### src/rtl/axis_pattern_source.sv
// AXI4-Stream master emitting deterministic packets (count / constant / LFSR / walking one).
// Optional stall counter output enabled by defining AXIS_PATTERN_SOURCE_STALL_CNT_EN.
module axis_pattern_source #(
    parameter int DATA_W = 32,
    parameter int LEN_W  = 16
) (
    input  logic                CLK_dma,
    input  logic                peripheral_aresetn,
    input  logic                i_start,
    input  logic                i_abort,
    input  logic [1:0]          i_mode,
    input  logic [DATA_W-1:0]   i_seed,
    input  logic [LEN_W-1:0]    i_pkt_len,
    input  logic [LEN_W-1:0]    i_pkt_count,
    output logic [DATA_W-1:0]   m_axis_tdata,
    output logic [DATA_W/8-1:0] m_axis_tkeep,
    output logic                m_axis_tlast,
    output logic                m_axis_tvalid,
    input  logic                m_axis_tready,
    output logic                o_busy,
    output logic                o_done,
`ifdef AXIS_PATTERN_SOURCE_STALL_CNT_EN
    output logic [31:0]         o_stall_cnt,
`endif
    output logic [31:0]         o_beat_cnt
);

    localparam int SH_W = $clog2(DATA_W);
    localparam logic [DATA_W-1:0] ONE       = DATA_W'(1);
    localparam logic [DATA_W-1:0] LFSR_TAPS = DATA_W'(32'h8020_0003);

    typedef enum logic [1:0] {IDLE, SEND, DONE} state_t;

    state_t             state_q, state_d;
    logic               start_q;
    logic [1:0]         mode_q, mode_d;
    logic [LEN_W-1:0]   len_q, len_d;
    logic [LEN_W-1:0]   count_q, count_d;
    logic [DATA_W-1:0]  data_q, data_d;
    logic [LEN_W-1:0]   beat_idx_q, beat_idx_d;
    logic [LEN_W-1:0]   pkt_idx_q, pkt_idx_d;
    logic               abort_q, abort_d;
    logic [31:0]        beat_cnt_q, beat_cnt_d;

    logic start_pulse;
    logic start_acc;
    logic xfer;
    logic last_beat;

    function automatic logic [DATA_W-1:0] first_pattern(input logic [1:0] mode,
                                                        input logic [DATA_W-1:0] seed);
        logic [DATA_W-1:0] p;
        case (mode)
            2'd2:    p = (seed == '0) ? ONE : seed;
            2'd3:    p = ONE << seed[SH_W-1:0];
            default: p = seed;
        endcase
        return p;
    endfunction

    function automatic logic [DATA_W-1:0] next_pattern(input logic [1:0] mode,
                                                       input logic [DATA_W-1:0] d);
        logic [DATA_W-1:0] n;
        case (mode)
            2'd0:    n = d + ONE;
            2'd2:    n = (d >> 1) ^ (d[0] ? LFSR_TAPS : '0);
            2'd3:    n = {d[DATA_W-2:0], d[DATA_W-1]};
            default: n = d;
        endcase
        return n;
    endfunction

    assign start_pulse = i_start & ~start_q;
    assign start_acc   = start_pulse & (state_q != SEND);
    assign xfer        = (state_q == SEND) & m_axis_tready;
    assign last_beat   = (beat_idx_q == len_q - LEN_W'(1));

    always_comb begin
        state_d    = state_q;
        mode_d     = mode_q;
        len_d      = len_q;
        count_d    = count_q;
        data_d     = data_q;
        beat_idx_d = beat_idx_q;
        pkt_idx_d  = pkt_idx_q;
        abort_d    = abort_q;
        beat_cnt_d = beat_cnt_q;
        case (state_q)
            IDLE, DONE: begin
                if (start_acc) begin
                    mode_d     = i_mode;
                    len_d      = i_pkt_len;
                    count_d    = i_pkt_count;
                    data_d     = first_pattern(i_mode, i_seed);
                    beat_idx_d = '0;
                    pkt_idx_d  = '0;
                    abort_d    = 1'b0;
                    beat_cnt_d = '0;
                    state_d    = (i_pkt_len == '0 || i_pkt_count == '0) ? DONE : SEND;
                end
            end
            SEND: begin
                if (i_abort) abort_d = 1'b1;
                if (xfer) begin
                    beat_cnt_d = beat_cnt_q + 32'd1;
                    data_d     = next_pattern(mode_q, data_q);
                    if (last_beat) begin
                        // Abort is only honoured here, so a packet is never truncated.
                        beat_idx_d = '0;
                        pkt_idx_d  = pkt_idx_q + LEN_W'(1);
                        if (pkt_idx_q == count_q - LEN_W'(1) || abort_q || i_abort) begin
                            state_d = DONE;
                            abort_d = 1'b0;
                        end
                    end else begin
                        beat_idx_d = beat_idx_q + LEN_W'(1);
                    end
                end
            end
            default: state_d = IDLE;
        endcase
    end

    always_ff @(posedge CLK_dma or negedge peripheral_aresetn) begin
        if (!peripheral_aresetn) begin
            state_q    <= IDLE;
            start_q    <= 1'b0;
            mode_q     <= '0;
            len_q      <= '0;
            count_q    <= '0;
            data_q     <= '0;
            beat_idx_q <= '0;
            pkt_idx_q  <= '0;
            abort_q    <= 1'b0;
            beat_cnt_q <= '0;
        end else begin
            state_q    <= state_d;
            start_q    <= i_start;
            mode_q     <= mode_d;
            len_q      <= len_d;
            count_q    <= count_d;
            data_q     <= data_d;
            beat_idx_q <= beat_idx_d;
            pkt_idx_q  <= pkt_idx_d;
            abort_q    <= abort_d;
            beat_cnt_q <= beat_cnt_d;
        end
    end

`ifdef AXIS_PATTERN_SOURCE_STALL_CNT_EN
    logic [31:0] stall_q, stall_d;

    always_comb begin
        stall_d = stall_q;
        if (start_acc)
            stall_d = '0;
        else if (m_axis_tvalid && !m_axis_tready && stall_q != 32'hFFFF_FFFF)
            stall_d = stall_q + 32'd1;
    end

    always_ff @(posedge CLK_dma or negedge peripheral_aresetn) begin
        if (!peripheral_aresetn) stall_q <= '0;
        else                     stall_q <= stall_d;
    end

    assign o_stall_cnt = stall_q;
`endif

    assign m_axis_tvalid = (state_q == SEND);
    assign m_axis_tlast  = m_axis_tvalid & last_beat;
    assign m_axis_tdata  = data_q;
    assign m_axis_tkeep  = '1;
    assign o_busy        = (state_q == SEND);
    assign o_done        = (state_q == DONE);
    assign o_beat_cnt    = beat_cnt_q;

endmodule

### config.mk
export PLATFORM = sky130hd
export DESIGN_NAME = axis_pattern_source
export DESIGN_NICKNAME = d
export VERILOG_FILES = /design/src/rtl/axis_pattern_source.sv
export SDC_FILE = /design/constraint.sdc
export NUM_CORES = 1
export LEC_CHECK = 0
export CORE_ASPECT_RATIO = 1.1
export CORE_MARGIN = 5
export CORE_UTILIZATION = 45
export DETAILED_ROUTE_END_ITERATION = 8
export PLACE_DENSITY = 0.76
export SETUP_SLACK_MARGIN = 0.15
export SLEW_MARGIN = 20
export SYNTH_ARGS = -nofsm -noshare
export SYNTH_HDL_FRONTEND = slang
export SYNTH_SLANG_ARGS = --single-unit
export TNS_END_PERCENT = 20
### constraint.sdc
create_clock -name CLK_dma -period 3.7 [get_ports CLK_dma]
set_input_delay 0.74 -clock CLK_dma [delete_from_list [all_inputs] [get_ports CLK_dma]]
set_output_delay 0.74 -clock CLK_dma [all_outputs]
set_load 0.1 [all_outputs]
==> Word level (Yosys, flattened, before mapping) <==
Cells that the tools add are included.
{ "word_totals": {"out_inout_bits": 72, "register_bits": 134, "input_bits": 71, "word_cells": 82} }
{ "op_classes": {"n_reduce_logical": 16, "eq_ne": 14, "add_sub_neg": 6, "n_bitwise": 6, "mux": 29, "shift": 1} }
{ "ops": {"columns": ["op", "count"], "rows": [
  ["32-bit 2-to-1 mux", 6],
  ["32-bit case mux with 2 select lines", 3],
  ["32-bit case mux with 3 select lines", 1],
  ["16-bit 2-to-1 mux", 5],
  ["32-bit by 1-bit adder with 32-bit output, second input constant", 2],
  ["16-bit case mux with 2 select lines", 2],
  ["16-bit by 1-bit adder with 16-bit output, second input constant", 2],
  ["16-bit == test", 2],
  ["16-bit zero test", 2],
  ["32-bit zero test", 1],
  ["1-bit by 5-bit << shifter with 32-bit output, first input constant", 1],
  ["16-bit by 1-bit subtractor with 16-bit output, second input constant", 2],
  ["31-bit by 32-bit XOR with 32-bit output", 1],
  ["4-bit AND reduction", 3],
  ["2-bit == test, second input constant", 5],
  ["2-bit 2-to-1 mux", 5],
  ["2-bit by 1-bit != test with 1-bit output, second input constant", 4],
  ["1-bit 2-to-1 mux", 5],
  ["1-bit AND", 4],
  ["2-bit zero test", 2],
  ["4-bit by 1-bit != test with 1-bit output, second input constant", 1],
  ["2-bit case mux with 2 select lines", 1],
  ["2-bit AND reduction", 2],
  ["1-bit logical OR", 3],
  ["7 further kinds", 7]
]} }

==> Longest topological paths before layout <==
{ "depth": {"ltp_word": 8, "mapped_depth": 12, "ltp_nobuf": 10} }

==> Worst setup path before layout <==
Ideal clock, no wire load.
{ "synth_timing": {"path_kind": "reg2out", "startpoint": "register len_q[0]", "endpoint": "output m_axis_tlast", "t_required_ps": 2960, "setup_slack_ps": -324, "stages_incl_launch_ff": 10, "arrival_ps": 3284, "n_path_buf": 0, "cell_sequence": "dfrtp_1 inv_1 ha_1 nor2b_1 nand3_2 or4_1 o31ai_1 a2bb2oi_1 nand3_1 nor2_1"} }
{ "synth_between": {"elab_chain_len": 3} }
{ "synth_rtl": {"columns": ["item", "line", "rtl"], "rows": [
  ["start, declared", "37", "logic [LEN_W-1:0] len_q, len_d;"],
  ["start signal, assigned", "140", "len_q <= len_d;"],
  ["16-bit by 1-bit subtractor with 16-bit output", "76", "assign last_beat = (beat_idx_q == len_q - LEN_W'(1));"],
  ["16-bit == test", "76", null],
  ["1-bit AND", "170", "assign m_axis_tlast = m_axis_tvalid & last_beat;"],
  ["end, declared", "17", "output logic m_axis_tlast,"]
]} }
No other way between the ends.

==> Worst setup path after layout <==
{ "layout_timing": {"startpoint": "register len_q[8]", "endpoint": "output m_axis_tlast"} }
Same word-level chain as after synthesis.

==> impl_metrics.ini <==
[status]
run_status = finished clean

[sta]
hold_viol_final = 0
tns_ps = 0
time_the_worst_path_needs_with_i_o_delays_and_setup_ps = 3500
finalMaxSlewViolations = 0
setup-violations-final = 0
fmaxAchievable_ghz = 0.286
rsz0062_at_grt = true
worst_slew_pin_slew_ps = 1090
fin_crit_sh_pct = 94.6
timing.clock.skew_ps = 12.7
slew-limit-headroom_pct = 26.9

[logic_synthesis]
ys_ff_latch = 134
syn-instance-count = 1057
netlist_area_um2 = 8770
synth.yosys.seq_area_share_pct = 38.2
asyncSetResetFlopFracSynth_pct = 100
synth_enable_flop_cells = 0
ys_types = 68
synthesis.yosys.warnings = 0
synth_flop_cell = sky130_fd_sc_hd__dfrtp_1
average_cell_area_after_synthesis_um2 = 8.30

[critical_path]
worst_reg2reg_path_endpoint = pkt_idx_q[13]
endpoint_kind = output pin
startpoint = len_q[8]
critical_path_peak_fanout = 4
critical_path.slowest_cell = sky130_fd_sc_hd__or4_4
timing.critical_path.cells = or3_4 > or4_4 > nor3_2 > xnor2_1 > nor4_4 > nand3_2 > nor2_4 > buf_12
worstRegToRegCells = 11
critical_path_class = reg -> out
worstPathArrival_ps = 2760
r2r_start = len_q[0]
levels_on_crit_path = 8
path_buf_inv = 1
crit_path_max_incr_delay_ps = 440
worst-endpoint-required_ps = 2960
regToRegSetupSlack_ps = 450
critPathLaunchType = flop
critical-path-top-delay-family = simple AND/OR/NAND/NOR gates
setup.worst_path.end = m_axis_tlast

[place]
detailed_placement_wirelength_estimate_um = 17900
numPortBuffers = 138
gp_congestion = 0.915

[power_and_ir_drop]
power-per-cell-area_nw_per_um2 = 615
vdd.ir_drop.worst_mv = 0.742
p_leak_nw = 4.66

[die]
io_pins = 143
initial_utilization_pct = 45.8
die_h_um = 156
floorplan.die.width_um = 143
coreArea_um2 = 19200
die_footprint_um2 = 22400
placement_rows = 53

[drt]
drc = 0
antenna_violating_nets_post_route = 0
vias_per_cell = 5.96
detailedRoute.firstPassIterationCount = 5
drtIter0Drc = 800
avgRoutedWirePerCell_um = 17.4
num_vias = 8658
route.final.wire_length_um = 25300

[finish]
flow.area_growth_from_synthesis_pct = 28.0
most_frequent_cells_in_the_layout = sky130_fd_sc_hd__nand2_1, sky130_fd_sc_hd__dfrtp_1, sky130_fd_sc_hd__clkdlybuf4s50_1
postLayoutCoreUtil_pct = 58.6
mostFrequentLayoutCell = sky130_fd_sc_hd__nand2_1
n_antenna_cell = 0
layout_cell_share_with_drive_strength_beyond_1_pct = 9.96
filler_cell_count = 1703
final_nets = 1270

[clock_tree]
ctsHoldBuffers = 0
htreeDepth = 4
clock_root_buffer = sky130_fd_sc_hd__clkbuf_16
path_clk_slew_ps = 60
tritoncts_buffers = 17
maximum_number_of_buffers_from_clock_root_to_sink = 2
cts_tree = yes
clk-insertion-delay-late_ps = 420
cts_sinks = 134

[global_route]
overall_global_routing_resource_usage_pct = 22.7
grt_max_degree = 80
grt_antenna_before_repair = 0
grt_pass1_vias = 8273
grt_overflow = 0
first_pass_grt_wire_length_um = 41600

[min_path]
hp-class = in -> async

[run]
drv_cap = 0
## cell usage after synthesis (all sizes together) (11+ instances only)
master  instances  share of area [%]
nand2         152                6.5
dfrtp         134                 38
nor2           92                3.9
o21ai          87                5.0
a21oi          53                3.0
xor2           49                4.9
clkbuf         44                1.9
nand3          43                2.5
xnor2          43                4.3
nand4          28                2.0
nor3           28                1.7
and3           26                1.9
mux2i          24                2.7
a221oi         23                2.3
nor4           23                1.9
or3            23                1.7
o31ai          19                1.6
nor2b          17                1.2
buf            16               0.96
inv            14               0.60
a211oi         11               0.94
## layout make-up
cell class / instances / area, um^2 / area share [%]
Tap cell: 247 / 309 / 2.75
Timing Repair Buffer: 174 / 1680 / 14.9
Inverter: 16 / 60.1 / 0.535
Clock buffer: 21 / 470 / 4.19
Sequential cell: 134 / 3360 / 29.9
Multi-Input combinational cell: 850 / 5200 / 46.4
Clock inverter: 10 / 145 / 1.29
## where the power goes
part           leakage [nW]  internal [mW]  switching (mW)  total [mW]
logic                  2.63          0.903            2.02        2.92
clock network         0.296           1.12           0.653        1.77
registers              1.74           1.72           0.491        2.21
## stage by stage
| stage | cell area (um^2) | hold slack, ps | worst slack, ps | power [mW] | cells |
|---|---|---|---|---|---|
| after global placement | 10400 | 473 | 337 | 5.04 | 1407 |
| after detailed placement | 10400 | 479 | 256 | 5.08 | 1407 |
| after CTS | 11200 | 398 | 159 | 6.91 | 1446 |
| final | 11200 | 371 | 198 | 6.90 | 1452 |
| after floorplan | 8790 | 444 | 357 | 4.28 | 1060 |
| after global routing | 11200 | 451 | 35.3 | 7.24 | 1452 |
## metal layers
| layer | up-vias | part of all wire, % | global-route usage, % | wire, um |
|---|---|---|---|---|
| met1 | 4168 | 42 | 29.6 | 10600 |
| met4 | 0 | 2.3 | 8.24 | 577 |
| li1 | 4100 | - | - | - |
| met2 | 342 | 49 | 37.5 | 12400 |
| met3 | 48 | 7.0 | 4.43 | 1770 |
| met5 | - | 0 | 0 | 0 |
## flip-flops by register name (all words and copies together), names as in the netlist
register / count
pkt_idx_q: 16
abort_q: 1
mode_q: 2
m_axis_tdata: 32
start_q: 1
o_beat_cnt: 32
beat_idx_q: 16
count_q: 16
state_q: 2
len_q: 16
## how the worst min path moves through the flow
stage	start	end
finish	peripheral_aresetn	count_q[1]
global route	peripheral_aresetn	count_q[1]
CTS	peripheral_aresetn	count_q[2]
detailed placement	abort_q	abort_q
global placement	abort_q	abort_q
floorplan	peripheral_aresetn	abort_q
## cells by family (layout without fill, tap and decap cells)
| family | count (synthesis) | in the layout | synth area share [%] |
|---|---|---|---|
| AO/OA/AOI/OAI | 236 | 236 | 17.0 |
| flip-flops | 134 | 134 | 38.2 |
| buffers and inverters | 76 | 221 | 3.52 |
| AND/OR/NAND/NOR | 481 | 481 | 27.5 |
| multiplexers | 31 | 31 | 3.64 |
| other | 1 | 4 | 0.0428 |
| XOR/XNOR | 92 | 92 | 9.19 |
| adder cells (fa/ha/maj) | 6 | 6 | 0.856 |
## what timing repair did
item                       CTS  global route
setup endpoints to repair    1             1
setup buffers                8             6
pin swaps                    6             0
gates cloned                 0             0
resized for setup           16             2
Power figures use the tool's default switching activity.
